==> config.mk <==
export PLATFORM = sky130hd
export DESIGN_NAME = csa_tree_pipe_flat
export DESIGN_NICKNAME = d
export VERILOG_FILES = /design/src/rtl/csa_tree_pipe_pkg.sv /design/src/rtl/csa_tree_pipe_if.sv /design/src/rtl/csa_full_adder.sv /design/src/rtl/csa_row_3to2.sv /design/src/rtl/csa_tree_pipe.sv /design/src/flat_wrapper.sv
export SDC_FILE = /design/constraint.sdc
export NUM_CORES = 2
export LEC_CHECK = 0
export BUFFER_PORTS_ARGS = -buffer_cell sky130_fd_sc_hd__buf_2
export CORE_MARGIN = 3
export CORE_UTILIZATION = 55
export CTS_CLUSTER_SIZE = 16
export DETAILED_ROUTE_END_ITERATION = 6
export PLACE_DENSITY = 0.76
export SYNTH_ARGS = -nofsm -noshare
export SYNTH_HDL_FRONTEND = slang
export SYNTH_SLANG_ARGS = --single-unit
==> constraint.sdc <==
create_clock -name Clk -period 3.8 [get_ports Clk]
set_clock_uncertainty 0.15 [all_clocks]
set_input_delay 0.38 -clock Clk [delete_from_list [all_inputs] [get_ports Clk]]
set_output_delay 0.38 -clock Clk [all_outputs]
set_load 0.005 [all_outputs]
==> src/rtl/csa_tree_pipe_pkg.sv <==
// Shared elaboration-time helpers for the carry-save reduction tree: row-count
// bookkeeping used to size each 3:2 layer and the pipeline depth.
package csa_tree_pipe_pkg;

  localparam int CSA_MAX_LAYERS = 16;

  function automatic int csa_next_rows(input int r);
    return 2 * (r / 3) + (r % 3);
  endfunction

  // Rows remaining after the given number of 3:2 layers.
  function automatic int csa_rows_after(input int r, input int layers);
    int n;
    n = r;
    for (int i = 0; i < CSA_MAX_LAYERS; i++) begin
      if (i < layers) begin
        n = csa_next_rows(n);
      end
    end
    return n;
  endfunction

  function automatic int csa_stages(input int r);
    int n;
    int c;
    n = 0;
    c = r;
    for (int i = 0; i < CSA_MAX_LAYERS; i++) begin
      if (c > 2) begin
        c = csa_next_rows(c);
        n = n + 1;
      end
    end
    return n;
  endfunction

endpackage

==> src/rtl/csa_tree_pipe_if.sv <==
// Producer/consumer bundle of the CSA tree: input beat handshake plus the
// redundant Sum/Carry result handshake toward the final adder.
interface csa_tree_pipe_if #(
  parameter int ROWS  = 24,
  parameter int WIDTH = 24,
  parameter int OW    = WIDTH + $clog2(ROWS)
);
  logic                  InValid;
  logic                  InReady;
  logic [ROWS*WIDTH-1:0] OpRows;
  logic                  OutValid;
  logic                  OutReady;
  logic [OW-1:0]         Sum;
  logic [OW-1:0]         Carry;

  modport master (
    output InValid, OpRows, OutReady,
    input  InReady, OutValid, Sum, Carry
  );

  modport slave (
    input  InValid, OpRows, OutReady,
    output InReady, OutValid, Sum, Carry
  );
endinterface

==> src/rtl/csa_full_adder.sv <==
// Single-bit full adder; the leaf cell of every 3:2 compressor row.
module csa_full_adder (
  input  logic a,
  input  logic b,
  input  logic c,
  output logic s,
  output logic co
);
  assign s  = a ^ b ^ c;
  assign co = (a & b) | (a & c) | (b & c);
endmodule

==> src/rtl/csa_row_3to2.sv <==
// Vector 3:2 compressor: three OW-bit rows in, sum row and left-shifted carry
// row out, both truncated to OW bits.
module csa_row_3to2 #(
  parameter int OW = 8
) (
  input  logic [OW-1:0] a,
  input  logic [OW-1:0] b,
  input  logic [OW-1:0] c,
  output logic [OW-1:0] s,
  output logic [OW-1:0] k
);
  logic [OW-1:0] maj_s;

  for (genvar i = 0; i < OW; i++) begin : g_bit
    csa_full_adder u_fa (
      .a  (a[i]),
      .b  (b[i]),
      .c  (c[i]),
      .s  (s[i]),
      .co (maj_s[i])
    );
  end

  // The carry out of the top bit falls off: arithmetic is modulo 2^OW.
  assign k = maj_s << 1'b1;
endmodule

==> src/rtl/csa_tree_pipe.sv <==
// Pipelined carry-save reduction of ROWS operand rows to a Sum/Carry pair,
// one registered 3:2 layer per stage, with a global stall and synchronous flush.
module csa_tree_pipe
  import csa_tree_pipe_pkg::*;
#(
  parameter int ROWS  = 24,
  parameter int WIDTH = 24,
  parameter int OW    = WIDTH + $clog2(ROWS)
) (
  input  logic           Clk,
  input  logic           Rst_n,
  input  logic           Flush,
  csa_tree_pipe_if.slave bus
);
  localparam int STAGES = csa_stages(ROWS);

  // lvl_s[k] is the row list entering layer k; slots past the live row count are zero.
  logic [OW-1:0]     lvl_s [STAGES+1][ROWS];
  logic [STAGES-1:0] vin_s;
  logic [STAGES-1:0] v_d;
  logic [STAGES-1:0] v_q;
  logic              en_s;
  logic              adv_s;

  assign en_s         = ~v_q[STAGES-1] | bus.OutReady;
  assign adv_s        = en_s & ~Flush;
  assign bus.InReady  = en_s;
  assign bus.OutValid = v_q[STAGES-1];
  assign bus.Sum      = lvl_s[STAGES][0];
  assign bus.Carry    = lvl_s[STAGES][1];

  for (genvar j = 0; j < ROWS; j++) begin : g_in
    assign lvl_s[0][j] = {{(OW-WIDTH){1'b0}}, bus.OpRows[j*WIDTH +: WIDTH]};
  end

  // Flush wins over the advance so a same-cycle output/refill never happens.
  always_comb begin
    v_d = v_q;
    if (Flush) begin
      v_d = '0;
    end else if (en_s) begin
      v_d = vin_s;
    end else begin
      v_d = v_q;
    end
  end

  always_ff @(posedge Clk or negedge Rst_n) begin
    if (!Rst_n) begin
      v_q <= '0;
    end else begin
      v_q <= v_d;
    end
  end

  for (genvar k = 0; k < STAGES; k++) begin : g_layer
    localparam int RI = csa_rows_after(ROWS, k);
    localparam int RO = csa_next_rows(RI);
    localparam int NT = RI / 3;

    logic [OW-1:0] nxt_s  [RO];
    logic [OW-1:0] data_d [RO];
    logic [OW-1:0] data_q [RO];

    if (k == 0) begin : g_head
      assign vin_s[k] = bus.InValid;
    end else begin : g_tail
      assign vin_s[k] = v_q[k-1];
    end

    for (genvar t = 0; t < NT; t++) begin : g_csa
      csa_row_3to2 #(.OW(OW)) u_csa (
        .a (lvl_s[k][3*t]),
        .b (lvl_s[k][3*t+1]),
        .c (lvl_s[k][3*t+2]),
        .s (nxt_s[2*t]),
        .k (nxt_s[2*t+1])
      );
    end

    for (genvar p = 0; p < RI - 3*NT; p++) begin : g_pass
      assign nxt_s[2*NT+p] = lvl_s[k][3*NT+p];
    end

    // Bubbles do not overwrite data, so a stage keeps its last real result.
    always_comb begin
      for (int j = 0; j < RO; j++) begin
        if (adv_s && vin_s[k]) begin
          data_d[j] = nxt_s[j];
        end else begin
          data_d[j] = data_q[j];
        end
      end
    end

    always_ff @(posedge Clk or negedge Rst_n) begin
      if (!Rst_n) begin
        data_q <= '{default: '0};
      end else begin
        data_q <= data_d;
      end
    end

    for (genvar j = 0; j < ROWS; j++) begin : g_out
      if (j < RO) begin : g_live
        assign lvl_s[k+1][j] = data_q[j];
      end else begin : g_zero
        assign lvl_s[k+1][j] = '0;
      end
    end
  end
endmodule

==> src/flat_wrapper.sv <==
// flat-port wrapper written by rule: the top's interface ports become plain ports
module csa_tree_pipe_flat import csa_tree_pipe_pkg::*;
#(
  parameter int ROWS  = 24,
  parameter int WIDTH = 24,
  parameter int OW    = WIDTH + $clog2(ROWS)
)
  (Clk, Rst_n, Flush, bus_InValid, bus_OpRows, bus_OutReady, bus_InReady, bus_OutValid, bus_Sum, bus_Carry);
  csa_tree_pipe_if #(.ROWS(ROWS), .WIDTH(WIDTH), .OW(OW)) bus_i ();
  input  logic Clk;
  input  logic Rst_n;
  input  logic Flush;
  input wire logic [$bits(bus_i.InValid)-1:0] bus_InValid;
  input wire logic [$bits(bus_i.OpRows)-1:0] bus_OpRows;
  input wire logic [$bits(bus_i.OutReady)-1:0] bus_OutReady;
  output wire logic [$bits(bus_i.InReady)-1:0] bus_InReady;
  output wire logic [$bits(bus_i.OutValid)-1:0] bus_OutValid;
  output wire logic [$bits(bus_i.Sum)-1:0] bus_Sum;
  output wire logic [$bits(bus_i.Carry)-1:0] bus_Carry;
  assign bus_i.InValid = bus_InValid;
  assign bus_i.OpRows = bus_OpRows;
  assign bus_i.OutReady = bus_OutReady;
  assign bus_InReady = bus_i.InReady;
  assign bus_OutValid = bus_i.OutValid;
  assign bus_Sum = bus_i.Sum;
  assign bus_Carry = bus_i.Carry;
  csa_tree_pipe #(.ROWS(ROWS), .WIDTH(WIDTH), .OW(OW)) u_core (.Clk(Clk), .Rst_n(Rst_n), .Flush(Flush), .bus(bus_i));
endmodule
==> results.md <==
- Clock Latency Late Sink: 0.74 ns
- Crit path capture type: register
- Leakage Power: 0.0331 uW
- Total gr overflow: 0
- First-pass GRT wire length: 234000 um
- Slew HR: between 40% and 50%
- Vias per cell: roughly 5.4
- Site Rows: ~120
- Post-route setup TNS: 0 ns
- TritonRoute pass-1 iters: 5
- DRT iter0 DRCs: 1868
- Largest net degree at the start of global routing: roughly 120
- Combinational Power Share: 26.0%
- CP arrival: 2.94 ns
- Core Region: 102000 um^2
- Chip width: 328 um
- Die Height: ~330 um
- Worst slack, placed: 1.33 ns
- Final core utilization: 71.6%
- Power Density: 637 nW/um^2
- Most frequent cells in the layout: dfrtp_1, mux2_2, dlygate4sd3_1
- Non-filler instance count after layout: 6061
- Vias in the first global route: 38200
- # port buffers: ~640
- Critical path startpoint category: register
- CP Max Fanout: 100
- Inst Count DP: approximately 5100
- Fin. max-slew vios: 0
- Status: finished clean
- Clock sinks: 1243
- Max_cap viols: 0
- Final wirelength: roughly 150000 um
- DR vias: 32700
- Distinct cells, synth: 15
- Min-Delay Path Class: in -> reg
- Area of placed instances: 61500 um^2
- Final hold vios: 0
- Sequential power share: 45.4%
- Wire per inst: 25.0 um
- Critical path class: reg -> reg
- Fmax achieved: 404 MHz
- PnR worst setup slack: 1.32 ns
- Final HPWL DP: about 95000 um
- Final ANT Viol Nets: 0
- Post-route clock period utilization: 65.2%
- Residual DRC count: 0
- Mapped cell area: 56900 um^2
- Post-Layout Inst Area: 73200 um^2
- CTS max path bufs: 3
- Power Internal: 32300 uW
- Cts bufs inserted: 132
- Switch share: 30.7%
- Net count, final: between 5000 and 6000
- Initial antenna violation count: 8
- Initial Util: a little under three fifths
- Post-route minimum period: 2.48 ns
- Fill cell count: 6218
- Post-Syn Area per Cell: 17.8 um^2
- Post-CTS resize count: 0
- NetSw: 14300 uW
- Synth Instances: 3190
- Peak VDD IR: 0.382 mV
- Worst-path clk slew: about 0.07 ns
- GRT Overall Usage: 29.1%
- Synthesized flop and latch total: roughly 1200
- Final Setup Violations: 0
- Required @ worst endpoint: 4.26 ns
- CTS tree: built
- Worst-Margin Slew: 0.779 ns
- Layout area overhead: 28.6%
- Clock power frac: between 20 and 30%
- Htree depth: 4
- Routability congestion estimate: just over 0.8
- RSZ-0062 raised after global routing: false
- Yosys warnings: 0
- Ratio of cells with drive above 1 in the final layout: 45.6%
- IO Pins: 641
- Root Buffer: clkbuf_16
- Seq/Total Area, Yosys: 54.6%
- Most common cell after layout, fill and taps aside: dfrtp_1
- Die area: roughly 110000 um^2
==> sequential cells by signal, summed over array words and instances, names as in the netlist <==
name	count
u_core.bus.Carry	25
u_core.bus.Sum	28
u_core.g_layer.data_q	1183
u_core.v_q	7
==> cells in the mapped netlist <==
master,n,area share (%)
buf_6,33,0.65
nor3b_2,4,0.088
nor3b_1,3,0.040
nor2b_1,1,0.011
inv_1,1,0.0066
conb_1,1,0.0066
mux2_2,1236,24
buf_4,58,0.77
nand2_1,12,0.079
fa_1,523,18
ha_1,15,0.33
buf_2,52,0.46
dfrtp_1,1243,55
a21oi_1,6,0.053
nor2_1,2,0.013
==> final cells by class <==
class	count	area (um^2)	share of cell area, %
Clock inverter	44	562	0.768
Clock buffer	195	3960	5.41
Tap cell	1368	1710	2.34
Inverter	1	3.75	0.00513
Sequential cell	1243	31100	42.5
Antenna cell	4	10.0	0.0137
Multi-Input combinational cell	1807	24800	33.9
Timing Repair Buffer	1399	11000	15.1
==> cell families after synthesis <==
group,count (synthesis),synth area share [%]
compound gates,6,0.0528
fa+ha+maj,538,18.7
buf+inv,144,1.88
flops,1243,54.6
mux,1236,24.5
other cells,1,0.00659
simple gates,22,0.231
==> through the flow <==
stage	total power [uW]	hold slack [ns]
2_1_floorplan	26000	-0.0656
3_3_place_gp	31900	0.253
3_5_place_dp	32400	0.256
4_1_cts	46600	0.00319
5_1_grt	49100	0.0204
6_report	46600	0.0507
==> final timing paths <==
| check | start | to | slack [ns] | depth (start not counted) |
|---|---|---|---|---|
| max | u_core.v_q[6] | u_core.g_layer[0].data_q[238] | 1.32 | 6 |
| min | bus_OpRows[392] | u_core.g_layer[0].data_q[125] | 0.05 | 3 |
| max reg2reg | u_core.v_q[6] | u_core.g_layer[0].data_q[238] | 1.32 | 6 |
| min reg2reg | u_core.bus.Sum[2] | u_core.bus.Sum[2] | 0.35 | 1 |
| max in group asynchronous | Rst_n | u_core.g_layer[0].data_q[217] | 2.23 | 3 |
| min in group asynchronous | Rst_n | u_core.g_layer[0].data_q[378] | 0.10 | 2 |
==> repair_timing <==
action,in CTS,in global routing
buffers inserted,0,0
endpoints found under the hold margin,595,1
hold buffers,716,1
==> layer usage <==
| metal | global-route usage (%) | wire length (um) |
|---|---|---|
| met3 | 4.32 | 5700 |
| met4 | 11.2 | 6100 |
| met1 | 35.0 | 57400 |
| met2 | 53.1 | 82600 |
| met5 | 0 | 0 |
==> power by group through the flow <==
stage	Combinational, uW	Sequential (uW)	Clock, uW
final	12100	21200	13300
after global routing	13200	21800	14100
after CTS	12000	21100	13500
after detailed placement	11000	21300	0
after global placement	10700	21200	0
after floorplan	5940	20000	0
==> critical path, stage by stage (launching register included) <==
cell and delay [ns]:
dfrtp_1 0.37, nor2b_1 0.13, buf_4 0.21, nor3b_4 0.22, buf_12 0.20, buf_12 0.33, mux2_2 0.45
Power figures use the tool's default switching activity.
